===== src/rtl/mem_ctrl_pkg.sv =====
// Shared constants, state encoding and small helpers for the byte-serial memory controller.
package mem_ctrl_pkg;

  localparam int XLEN = 32;

  // Stores inside this window are paced by the UART buffer-full flag.
  localparam logic [XLEN-1:0] IO_ADDR_LO = 32'h0003_0000;
  localparam logic [XLEN-1:0] IO_ADDR_HI = 32'h0003_0007;

  typedef enum logic [1:0] {
    ST_IDLE  = 2'd0,
    ST_FETCH = 2'd1,
    ST_LOAD  = 2'd2,
    ST_STORE = 2'd3
  } state_e;

  // Access length codes from the LSB.
  localparam logic [1:0] LEN_BYTE = 2'd0;
  localparam logic [1:0] LEN_HALF = 2'd1;
  localparam logic [1:0] LEN_WORD = 2'd2;

  // Index of the last byte of an access; unknown codes are treated as a word.
  function automatic logic [1:0] last_byte_idx(input logic [1:0] len);
    case (len)
      LEN_BYTE: return 2'd0;
      LEN_HALF: return 2'd1;
      default:  return 2'd3;
    endcase
  endfunction

  function automatic logic is_io_addr(input logic [XLEN-1:0] addr);
    return (addr >= IO_ADDR_LO) && (addr <= IO_ADDR_HI);
  endfunction

endpackage


===== src/rtl/mem_ctrl_if.sv =====
// Core-side request/response signals and the 8-bit RAM port of the memory controller.
//
// Handshake: a request (fet_mem_enable / lsb_mem_enable) is taken at a clock edge
// where the controller is idle; its address, length and data are latched there and
// need not be held afterwards. Busy outputs report that a new request would not be
// taken. mem_inst_ready stays high until an edge with stall=0 consumes it;
// mem_lsb_ready is a single-cycle completion pulse.
interface mem_ctrl_if;
  import mem_ctrl_pkg::*;

  logic            fet_mem_enable;
  logic [XLEN-1:0] fet_pc;
  logic            lsb_mem_enable;
  logic            lsb_mem_wr;
  logic [1:0]      lsb_mem_len;
  logic [XLEN-1:0] lsb_mem_addr;
  logic [XLEN-1:0] lsb_mem_data;
  logic [7:0]      mem_din;
  logic            io_buffer_full;

  logic            mem_fet_busy;
  logic            mem_inst_ready;
  logic [XLEN-1:0] mem_inst;
  logic            mem_lsb_busy;
  logic            mem_lsb_ready;
  logic [XLEN-1:0] mem_lsb_data;
  logic [XLEN-1:0] mem_a;
  logic [7:0]      mem_dout;
  logic            mem_wr;

  // Controller view.
  modport slave (
    input  fet_mem_enable, fet_pc, lsb_mem_enable, lsb_mem_wr, lsb_mem_len,
           lsb_mem_addr, lsb_mem_data, mem_din, io_buffer_full,
    output mem_fet_busy, mem_inst_ready, mem_inst, mem_lsb_busy, mem_lsb_ready,
           mem_lsb_data, mem_a, mem_dout, mem_wr
  );

  // Core / RAM view.
  modport master (
    output fet_mem_enable, fet_pc, lsb_mem_enable, lsb_mem_wr, lsb_mem_len,
           lsb_mem_addr, lsb_mem_data, mem_din, io_buffer_full,
    input  mem_fet_busy, mem_inst_ready, mem_inst, mem_lsb_busy, mem_lsb_ready,
           mem_lsb_data, mem_a, mem_dout, mem_wr
  );

endinterface


===== src/rtl/mem_ctrl.sv =====
// Byte-serial memory controller: arbitrates fetch and load/store requests onto
// one byte-wide RAM port, assembling instructions and load data little-endian.
module mem_ctrl
  import mem_ctrl_pkg::*;
(
  input  logic       clk,
  input  logic       rst,
  input  logic       rdy,
  input  logic       flush,
  input  logic       stall,
  mem_ctrl_if.slave  bus,
  output state_e     state_o
);

  state_e          state_q, state_d;
  logic [XLEN-1:0] mem_a_q, mem_a_d;
  logic [7:0]      mem_dout_q, mem_dout_d;
  logic            mem_wr_q, mem_wr_d;
  logic [1:0]      iss_q, iss_d;      // index of the last read address issued
  logic [1:0]      cnt_q, cnt_d;      // byte index being captured / written
  logic [1:0]      last_q, last_d;    // index of the final byte of this access
  logic            primed_q, primed_d; // first read data is due from the next edge on
  logic [XLEN-1:0] buf_q, buf_d;      // shared fetch/load assembly register
  logic [XLEN-1:0] st_data_q, st_data_d;
  logic [XLEN-1:0] inst_q, inst_d;
  logic            inst_rdy_q, inst_rdy_d;
  logic [XLEN-1:0] lsb_data_q, lsb_data_d;
  logic            lsb_rdy_q, lsb_rdy_d;
  logic [1:0]      nxt_idx;

  // State register; rdy low freezes everything.
  always_ff @(posedge clk) begin
    if (rst) begin
      state_q    <= ST_IDLE;
      mem_a_q    <= '0;
      mem_dout_q <= '0;
      mem_wr_q   <= 1'b0;
      iss_q      <= '0;
      cnt_q      <= '0;
      last_q     <= '0;
      primed_q   <= 1'b0;
      buf_q      <= '0;
      st_data_q  <= '0;
      inst_q     <= '0;
      inst_rdy_q <= 1'b0;
      lsb_data_q <= '0;
      lsb_rdy_q  <= 1'b0;
    end else if (rdy) begin
      state_q    <= state_d;
      mem_a_q    <= mem_a_d;
      mem_dout_q <= mem_dout_d;
      mem_wr_q   <= mem_wr_d;
      iss_q      <= iss_d;
      cnt_q      <= cnt_d;
      last_q     <= last_d;
      primed_q   <= primed_d;
      buf_q      <= buf_d;
      st_data_q  <= st_data_d;
      inst_q     <= inst_d;
      inst_rdy_q <= inst_rdy_d;
      lsb_data_q <= lsb_data_d;
      lsb_rdy_q  <= lsb_rdy_d;
    end
  end

  // Arbitration, read pipeline, store sequencing and completion handling.
  always_comb begin
    state_d    = state_q;
    mem_a_d    = mem_a_q;
    mem_dout_d = mem_dout_q;
    mem_wr_d   = mem_wr_q;
    iss_d      = iss_q;
    cnt_d      = cnt_q;
    last_d     = last_q;
    primed_d   = primed_q;
    buf_d      = buf_q;
    st_data_d  = st_data_q;
    inst_d     = inst_q;
    inst_rdy_d = inst_rdy_q;
    lsb_data_d = lsb_data_q;
    lsb_rdy_d  = 1'b0;
    nxt_idx    = cnt_q + 2'd1;

    case (state_q)
      ST_IDLE: begin
        mem_wr_d = 1'b0;
        iss_d    = '0;
        cnt_d    = '0;
        primed_d = 1'b0;
        if (bus.lsb_mem_enable) begin
          mem_a_d   = bus.lsb_mem_addr;
          last_d    = last_byte_idx(bus.lsb_mem_len);
          st_data_d = bus.lsb_mem_data;
          buf_d     = '0;
          if (bus.lsb_mem_wr) begin
            state_d    = ST_STORE;
            mem_dout_d = bus.lsb_mem_data[7:0];
            mem_wr_d   = !(is_io_addr(bus.lsb_mem_addr) && bus.io_buffer_full);
          end else begin
            state_d = ST_LOAD;
          end
        end else if (bus.fet_mem_enable && !flush) begin
          // Length is unknown until byte0 arrives; assume 32-bit.
          state_d = ST_FETCH;
          mem_a_d = bus.fet_pc;
          last_d  = 2'd3;
          buf_d   = '0;
        end
      end

      ST_FETCH, ST_LOAD: begin
        if (flush) begin
          state_d    = ST_IDLE;
          inst_rdy_d = 1'b0;
          lsb_rdy_d  = 1'b0;
        end else if (inst_rdy_q) begin
          if (!stall) begin
            state_d    = ST_IDLE;
            inst_rdy_d = 1'b0;
          end
        end else begin
          if (iss_q < last_q) begin
            mem_a_d = mem_a_q + 32'd1;
            iss_d   = iss_q + 2'd1;
          end
          if (primed_q) begin
            buf_d[{cnt_q, 3'b000} +: 8] = bus.mem_din;
            if (cnt_q == last_q) begin
              if (state_q == ST_FETCH) begin
                inst_d     = buf_d;
                inst_rdy_d = 1'b1;
              end else begin
                lsb_data_d = buf_d;
                lsb_rdy_d  = 1'b1;
                state_d    = ST_IDLE;
              end
            end else begin
              cnt_d = nxt_idx;
              // Low bits other than 2'b11 mark a compressed instruction.
              if (state_q == ST_FETCH && cnt_q == 2'd0 && bus.mem_din[1:0] != 2'b11)
                last_d = 2'd1;
            end
          end else begin
            primed_d = 1'b1;
          end
        end
      end

      ST_STORE: begin
        if (mem_wr_q) begin
          if (cnt_q == last_q) begin
            state_d   = ST_IDLE;
            mem_wr_d  = 1'b0;
            lsb_rdy_d = 1'b1;
          end else begin
            cnt_d      = nxt_idx;
            mem_a_d    = mem_a_q + 32'd1;
            mem_dout_d = st_data_q[{nxt_idx, 3'b000} +: 8];
            mem_wr_d   = !(is_io_addr(mem_a_q + 32'd1) && bus.io_buffer_full);
          end
        end else begin
          // Byte held back by a full I/O buffer: retry the same byte.
          mem_wr_d = !(is_io_addr(mem_a_q) && bus.io_buffer_full);
        end
      end

      default: state_d = ST_IDLE;
    endcase
  end

  assign bus.mem_fet_busy   = (state_q != ST_IDLE) || bus.lsb_mem_enable;
  assign bus.mem_lsb_busy   = (state_q != ST_IDLE);
  assign bus.mem_inst_ready = inst_rdy_q;
  assign bus.mem_inst       = inst_q;
  assign bus.mem_lsb_ready  = lsb_rdy_q;
  assign bus.mem_lsb_data   = lsb_data_q;
  assign bus.mem_a          = mem_a_q;
  assign bus.mem_dout       = mem_dout_q;
  assign bus.mem_wr         = mem_wr_q && rdy;
  assign state_o            = state_q;

endmodule


===== src/flat_wrapper.sv =====
// flat-port wrapper written by rule: the top's interface ports become plain ports
module mem_ctrl_flat import mem_ctrl_pkg::*;
  (clk, rst, rdy, flush, stall, state_o, bus_fet_mem_enable, bus_fet_pc, bus_lsb_mem_enable, bus_lsb_mem_wr, bus_lsb_mem_len, bus_lsb_mem_addr, bus_lsb_mem_data, bus_mem_din, bus_io_buffer_full, bus_mem_fet_busy, bus_mem_inst_ready, bus_mem_inst, bus_mem_lsb_busy, bus_mem_lsb_ready, bus_mem_lsb_data, bus_mem_a, bus_mem_dout, bus_mem_wr);
  mem_ctrl_if bus_i ();
  input  logic clk;
  input  logic rst;
  input  logic rdy;
  input  logic flush;
  input  logic stall;
  output state_e state_o;
  input wire logic [$bits(bus_i.fet_mem_enable)-1:0] bus_fet_mem_enable;
  input wire logic [$bits(bus_i.fet_pc)-1:0] bus_fet_pc;
  input wire logic [$bits(bus_i.lsb_mem_enable)-1:0] bus_lsb_mem_enable;
  input wire logic [$bits(bus_i.lsb_mem_wr)-1:0] bus_lsb_mem_wr;
  input wire logic [$bits(bus_i.lsb_mem_len)-1:0] bus_lsb_mem_len;
  input wire logic [$bits(bus_i.lsb_mem_addr)-1:0] bus_lsb_mem_addr;
  input wire logic [$bits(bus_i.lsb_mem_data)-1:0] bus_lsb_mem_data;
  input wire logic [$bits(bus_i.mem_din)-1:0] bus_mem_din;
  input wire logic [$bits(bus_i.io_buffer_full)-1:0] bus_io_buffer_full;
  output wire logic [$bits(bus_i.mem_fet_busy)-1:0] bus_mem_fet_busy;
  output wire logic [$bits(bus_i.mem_inst_ready)-1:0] bus_mem_inst_ready;
  output wire logic [$bits(bus_i.mem_inst)-1:0] bus_mem_inst;
  output wire logic [$bits(bus_i.mem_lsb_busy)-1:0] bus_mem_lsb_busy;
  output wire logic [$bits(bus_i.mem_lsb_ready)-1:0] bus_mem_lsb_ready;
  output wire logic [$bits(bus_i.mem_lsb_data)-1:0] bus_mem_lsb_data;
  output wire logic [$bits(bus_i.mem_a)-1:0] bus_mem_a;
  output wire logic [$bits(bus_i.mem_dout)-1:0] bus_mem_dout;
  output wire logic [$bits(bus_i.mem_wr)-1:0] bus_mem_wr;
  assign bus_i.fet_mem_enable = bus_fet_mem_enable;
  assign bus_i.fet_pc = bus_fet_pc;
  assign bus_i.lsb_mem_enable = bus_lsb_mem_enable;
  assign bus_i.lsb_mem_wr = bus_lsb_mem_wr;
  assign bus_i.lsb_mem_len = bus_lsb_mem_len;
  assign bus_i.lsb_mem_addr = bus_lsb_mem_addr;
  assign bus_i.lsb_mem_data = bus_lsb_mem_data;
  assign bus_i.mem_din = bus_mem_din;
  assign bus_i.io_buffer_full = bus_io_buffer_full;
  assign bus_mem_fet_busy = bus_i.mem_fet_busy;
  assign bus_mem_inst_ready = bus_i.mem_inst_ready;
  assign bus_mem_inst = bus_i.mem_inst;
  assign bus_mem_lsb_busy = bus_i.mem_lsb_busy;
  assign bus_mem_lsb_ready = bus_i.mem_lsb_ready;
  assign bus_mem_lsb_data = bus_i.mem_lsb_data;
  assign bus_mem_a = bus_i.mem_a;
  assign bus_mem_dout = bus_i.mem_dout;
  assign bus_mem_wr = bus_i.mem_wr;
  mem_ctrl u_core (.clk(clk), .rst(rst), .rdy(rdy), .flush(flush), .stall(stall), .bus(bus_i), .state_o(state_o));
endmodule

===== config.mk =====
export PLATFORM = sky130hd
export DESIGN_NAME = mem_ctrl_flat
export DESIGN_NICKNAME = d
export VERILOG_FILES = /design/src/rtl/mem_ctrl_pkg.sv /design/src/rtl/mem_ctrl_if.sv /design/src/rtl/mem_ctrl.sv /design/src/flat_wrapper.sv
export SDC_FILE = /design/constraint.sdc
export NUM_CORES = 1
export LEC_CHECK = 0
export ABC_AREA = 1
export CORE_ASPECT_RATIO = 0.9
export CORE_UTILIZATION = 56
export CTS_BUF_LIST = sky130_fd_sc_hd__clkbuf_4 sky130_fd_sc_hd__clkbuf_8
export CTS_CLUSTER_DIAMETER = 80
export DETAILED_ROUTE_END_ITERATION = 6
export HOLD_SLACK_MARGIN = 0.15
export PLACE_DENSITY = 0.88
export RECOVER_POWER = 25
export SYNTH_ARGS = -nofsm -noshare
export SYNTH_HDL_FRONTEND = slang
export SYNTH_SLANG_ARGS = --single-unit

===== constraint.sdc =====
create_clock -name clk -period 5.5 [get_ports clk]
set_input_delay 1.65 -clock clk [delete_from_list [all_inputs] [get_ports clk]]
set_output_delay 1.65 -clock clk [all_outputs]
set_load 0.01 [all_outputs]

==> flow_results.org <==
** Synthesis
- Biggest area consumer among synthesized cells :: sky130_fd_sc_hd__dfxtp_1
- During synthesis, Yosys emitted a total of 0 warnings.
- Portion of synthesized cell area occupied by the leading cell type :: between 30% and 40%
- Counting every instance in the synthesized netlist gives around 1300.
- Share of flip-flops with an asynchronous set or reset :: 0%
- Yosys mapped the design onto 46 distinct sky130hd cell types.
- Dominant cells by area after synthesis :: sky130_fd_sc_hd__dfxtp_1 (39%), sky130_fd_sc_hd__nand2_1 (9.0%), sky130_fd_sc_hd__nor2_1 (7.4%), sky130_fd_sc_hd__inv_1 (6.1%), sky130_fd_sc_hd__a21oi_1 (5.6%)
- Post-synthesis instance area :: 0.00929 mm²
- Among all cell types in the netlist, the one instantiated most often is sky130_fd_sc_hd__nand2_1.
- In this run, synthesis produced a sequential element count of 180.
- When the netlist entered floorplanning its net count stood at approximately 1500.
- Count of flip-flops with a built-in enable after synthesis :: 0
- Ranked by instance count, the synthesized netlist is headed by sky130_fd_sc_hd__nand2_1 (223), sky130_fd_sc_hd__nor2_1 (183), sky130_fd_sc_hd__dfxtp_1 (180).
- Mean area per synthesized cell :: ~7 µm²
- For this run, the register share of the synthesized area comes to about two fifths.
- Commonest register cell after synthesis :: sky130_fd_sc_hd__dfxtp_1

** Worst setup path
- Element type at the critical path start :: primary input
- For this run, the slowest stage of the critical path takes ~0.87 ns.
- The slowest stage of the critical path is the sky130_fd_sc_hd__clkbuf_1 cell.
- STA puts the critical path data required time at approximately 5.9 ns.
- Counting both buffers and inverters, the worst setup path holds a total of 4.
- STA classifies the critical path endpoint as a flop.
- Critical path data arrival time :: 5.05 ns
- Cells traversed along the worst timing path :: dlygate4sd3_1 > clkbuf_1 > inv_1 > nor2_1 > nand4_2 > inv_2 > nand3_1 > o221a_2
- By startpoint and endpoint, the worst setup path is classified as primary input to flop.
- Of all nets on the critical path, the largest fanout is 59.
- Kind of cell with the highest combined delay on the critical path :: buffers and inverters

** GRT
- Entering global routing, the biggest net connects 69 pins.
- The via count of the first global-routing pass came to between 9000 and 10000.
- GR Overflow Total :: 0
- The first global-routing pass estimated between 40000 and 50000 µm of wire.
- Combined global-route utilization of all metal layers :: 33.5%
- The initial antenna violation count is 0.

** Clocking
- Buffers inserted during clock tree synthesis total 17.
- Setup Buffers After CTS :: 0
- TritonCTS built the clock tree.
- After clock tree synthesis, the clock-pin slew on the worst setup and hold paths is ~0.10 ns.
- Post-CTS repair changed the size of 0 cells.
- Hold-fix buffers at CTS :: 0
- Clock tree buffer depth :: 2
- Count of H-tree levels built during CTS :: 4
- Clock latency of the later-clocked register in the worst-skew pair :: 0.47 ns
- The cell sitting at the root of the clock tree is a sky130_fd_sc_hd__clkbuf_8.
- CTS sink cnt :: 180

** Timing
- Final hold violation count :: 0
- At the pin with the least slew margin, the transition time is 1.14 ns.
- Total Neg Setup Slack :: 0 ns
- Slew margin rel. :: a little under a quarter
- For this run, the top clock speed supported by timing is 213 MHz.
- Setup repair after global routing left no endpoint under its margin.
- The clock arrives with between 0.015 and 0.02 ns of skew.
- Post-route minimum period :: roughly 4.7 ns
- Hold timing on the final database bottoms out at a slack of about 0.45 ns.
- The number of max-slew violations in the final report is 0.
- Setup violations remaining at the end of the flow were counted as 0.
- Worst path setup slack after routing :: 0.800 ns
- Period utilisation layout :: 85.5%

** Finish
- From synthesis to final layout, the design area changed by 28.4%.
- Area occupied by registers :: 0.00360 mm²
- Finished Core Util :: about three quarters
- Nets :: between 1500 and 2000
- Multi-input gate area in the final layout :: around 0.0047 mm²
- Share of post-route cells with drive strength above 1 :: 7.28%
- The filler cells instantiated in the layout total around 1300.
- Count of inserted antenna diode cells :: 0

** Drt
- After detailed routing, the total wire length is between 20000 and 30000 µm.
- DRC viols :: 0
- Number of iterations in the first detailed-routing pass :: 5
- Dividing the detail-routed via count by the number of cells gives between 5 and 6.
- Remaining antenna violation count :: 0
- After detailed routing, the average wire length per cell comes to between 15 and 20 µm.
- DR iter-0 viols :: between 1000 and 1500
- Detailed routing inserted a total of around 9900 vias.

** Job
- Max-cap violations in this run came to 0.

** Floorplan
- Die footprint :: 0.0171 mm²
- Measured along the x axis, the die boundary spans roughly 140 µm.
- After floorplanning, the core was divided into 44 placement rows.
- Die height :: around 120 µm
- Number of top-level design ports :: roughly 230
- Core area :: 0.0162 mm²
- For this configuration, the core starts out at a cell density of 57.4%.

** Power and ir drop
- Power density over cell area :: roughly 350 mW/mm²
- Leak Pwr :: 4.50 nW
- Across the VDD grid, the largest voltage drop is 0.262 mV.

** Placement
- At the end of routability-driven placement, the weighted congestion stood at between 0.9 and 1.
- Count of port buffers added during placement :: 225
- Pre-CTS WS :: approximately 0.91 ns
- Detailed placement ended at an HPWL of ~21000 µm.

** Hold path
- Type of the worst min-delay path :: flop to flop

** Run status
- The flow ran to the end, and the final reports show no timing, DRC or antenna violations.
[cell type report]
| cell class | instances | share of cell area, % |
|---|---|---|
| clock inverters | 13 | 1.42 |
| clock buffers | 19 | 2.14 |
| repair buffers | 238 | 19.6 |
| inverters | 158 | 5.01 |
| flip-flops and latches | 180 | 30.2 |
| well taps | 207 | 2.17 |
| multi-input cells | 916 | 39.4 |
[worst register-to-register path, stage by stage, from the launching register on]
cell	delay, ns
sky130_fd_sc_hd__dfxtp_1	0.45
sky130_fd_sc_hd__inv_1	0.08
sky130_fd_sc_hd__ha_1	0.42
sky130_fd_sc_hd__inv_2	0.36
sky130_fd_sc_hd__nor2_2	0.11
sky130_fd_sc_hd__buf_4	0.28
sky130_fd_sc_hd__nand2_1	0.14
sky130_fd_sc_hd__inv_1	0.06
sky130_fd_sc_hd__nor2_1	0.13
sky130_fd_sc_hd__nand4_2	0.23
sky130_fd_sc_hd__inv_2	0.71
sky130_fd_sc_hd__nand3_1	0.18
sky130_fd_sc_hd__o221a_2	0.27
[placed cells by master, fill, tap and decap left out, types with 43 or more instances in the layout]
cell type and instances:
sky130_fd_sc_hd__dfxtp_1 180, sky130_fd_sc_hd__dlygate4sd3_1 70, sky130_fd_sc_hd__nand3_1 50, sky130_fd_sc_hd__o21ai_0 100, sky130_fd_sc_hd__nand2_1 223, sky130_fd_sc_hd__a21oi_1 104, sky130_fd_sc_hd__inv_1 149, sky130_fd_sc_hd__a22oi_1 43
sky130_fd_sc_hd__clkdlybuf4s50_1 154, sky130_fd_sc_hd__nor2_1 183
[through the flow]
step | cell area (µm²) | cells | power (mW)
after floorplan | 9290 | 1332 | 2.58
after global routing | 11900 | 1731 | 4.37
after detailed placement | 11500 | 1699 | 3.15
final | 11900 | 1731 | 4.15
after CTS | 11900 | 1731 | 4.12
after global placement | 11500 | 1699 | 3.12
[kinds of logic after synthesis]
logic type,count (synthesis),share of synthesized area [%]
and+or+nand+nor,509,23.3
buffers and inverters,236,10.6
DFF,180,38.8
AOI/OAI and AO/OA,388,25.0
adders and majority gates,12,1.62
xor gates and xnor gates,7,0.741
[metal layers]
layer / GRT usage, % / vias to the layer above / part of all wire (%)
li1: - / 4800 / -
met1: 44.9 / 4578 / 44
met2: 52.4 / 487 / 45
met3: 7.04 / 62 / 9.0
met4: 13.3 / 0 / 2.8
met5: 0 / - / 0
[registers in the layout, indices dropped and copies added, names as in the netlist]
name and count:
u_core.bus.mem_lsb_ready 1, u_core.state_o 2, u_core.last_q 2, u_core.bus.mem_inst 32, u_core.cnt_q 2, u_core.buf_q 32, u_core.bus.mem_lsb_data 32, u_core.mem_wr_q 1
u_core.bus.mem_dout 8, u_core.primed_q 1, u_core.st_data_q 32, u_core.bus.mem_a 32, u_core.bus.mem_inst_ready 1, u_core.iss_q 2
[report_power, final]
part | total (mW) | internal (mW) | switching [mW]
sequential | 1.61 | 1.43 | 0.179
clock | 0.993 | 0.475 | 0.517
combinational | 1.54 | 0.574 | 0.969
total | 4.15 | 2.48 | 1.67
[path summary, 6_finish.rpt]
| path | end | startpoint | cells after the start | slack [ns] |
|---|---|---|---|---|
| hold / removal | u_core.bus.mem_lsb_data[9] | u_core.bus.mem_lsb_data[9] | 2 | 0.45 |
| setup reg to reg | u_core.bus.mem_a[25] | u_core.state_o[0] | 12 | 1.98 |
| hold reg to reg | u_core.bus.mem_lsb_data[9] | u_core.bus.mem_lsb_data[9] | 2 | 0.45 |
| setup / recovery | u_core.bus.mem_a[25] | rdy | 8 | 0.80 |
(Power assumes the default switching activity.)
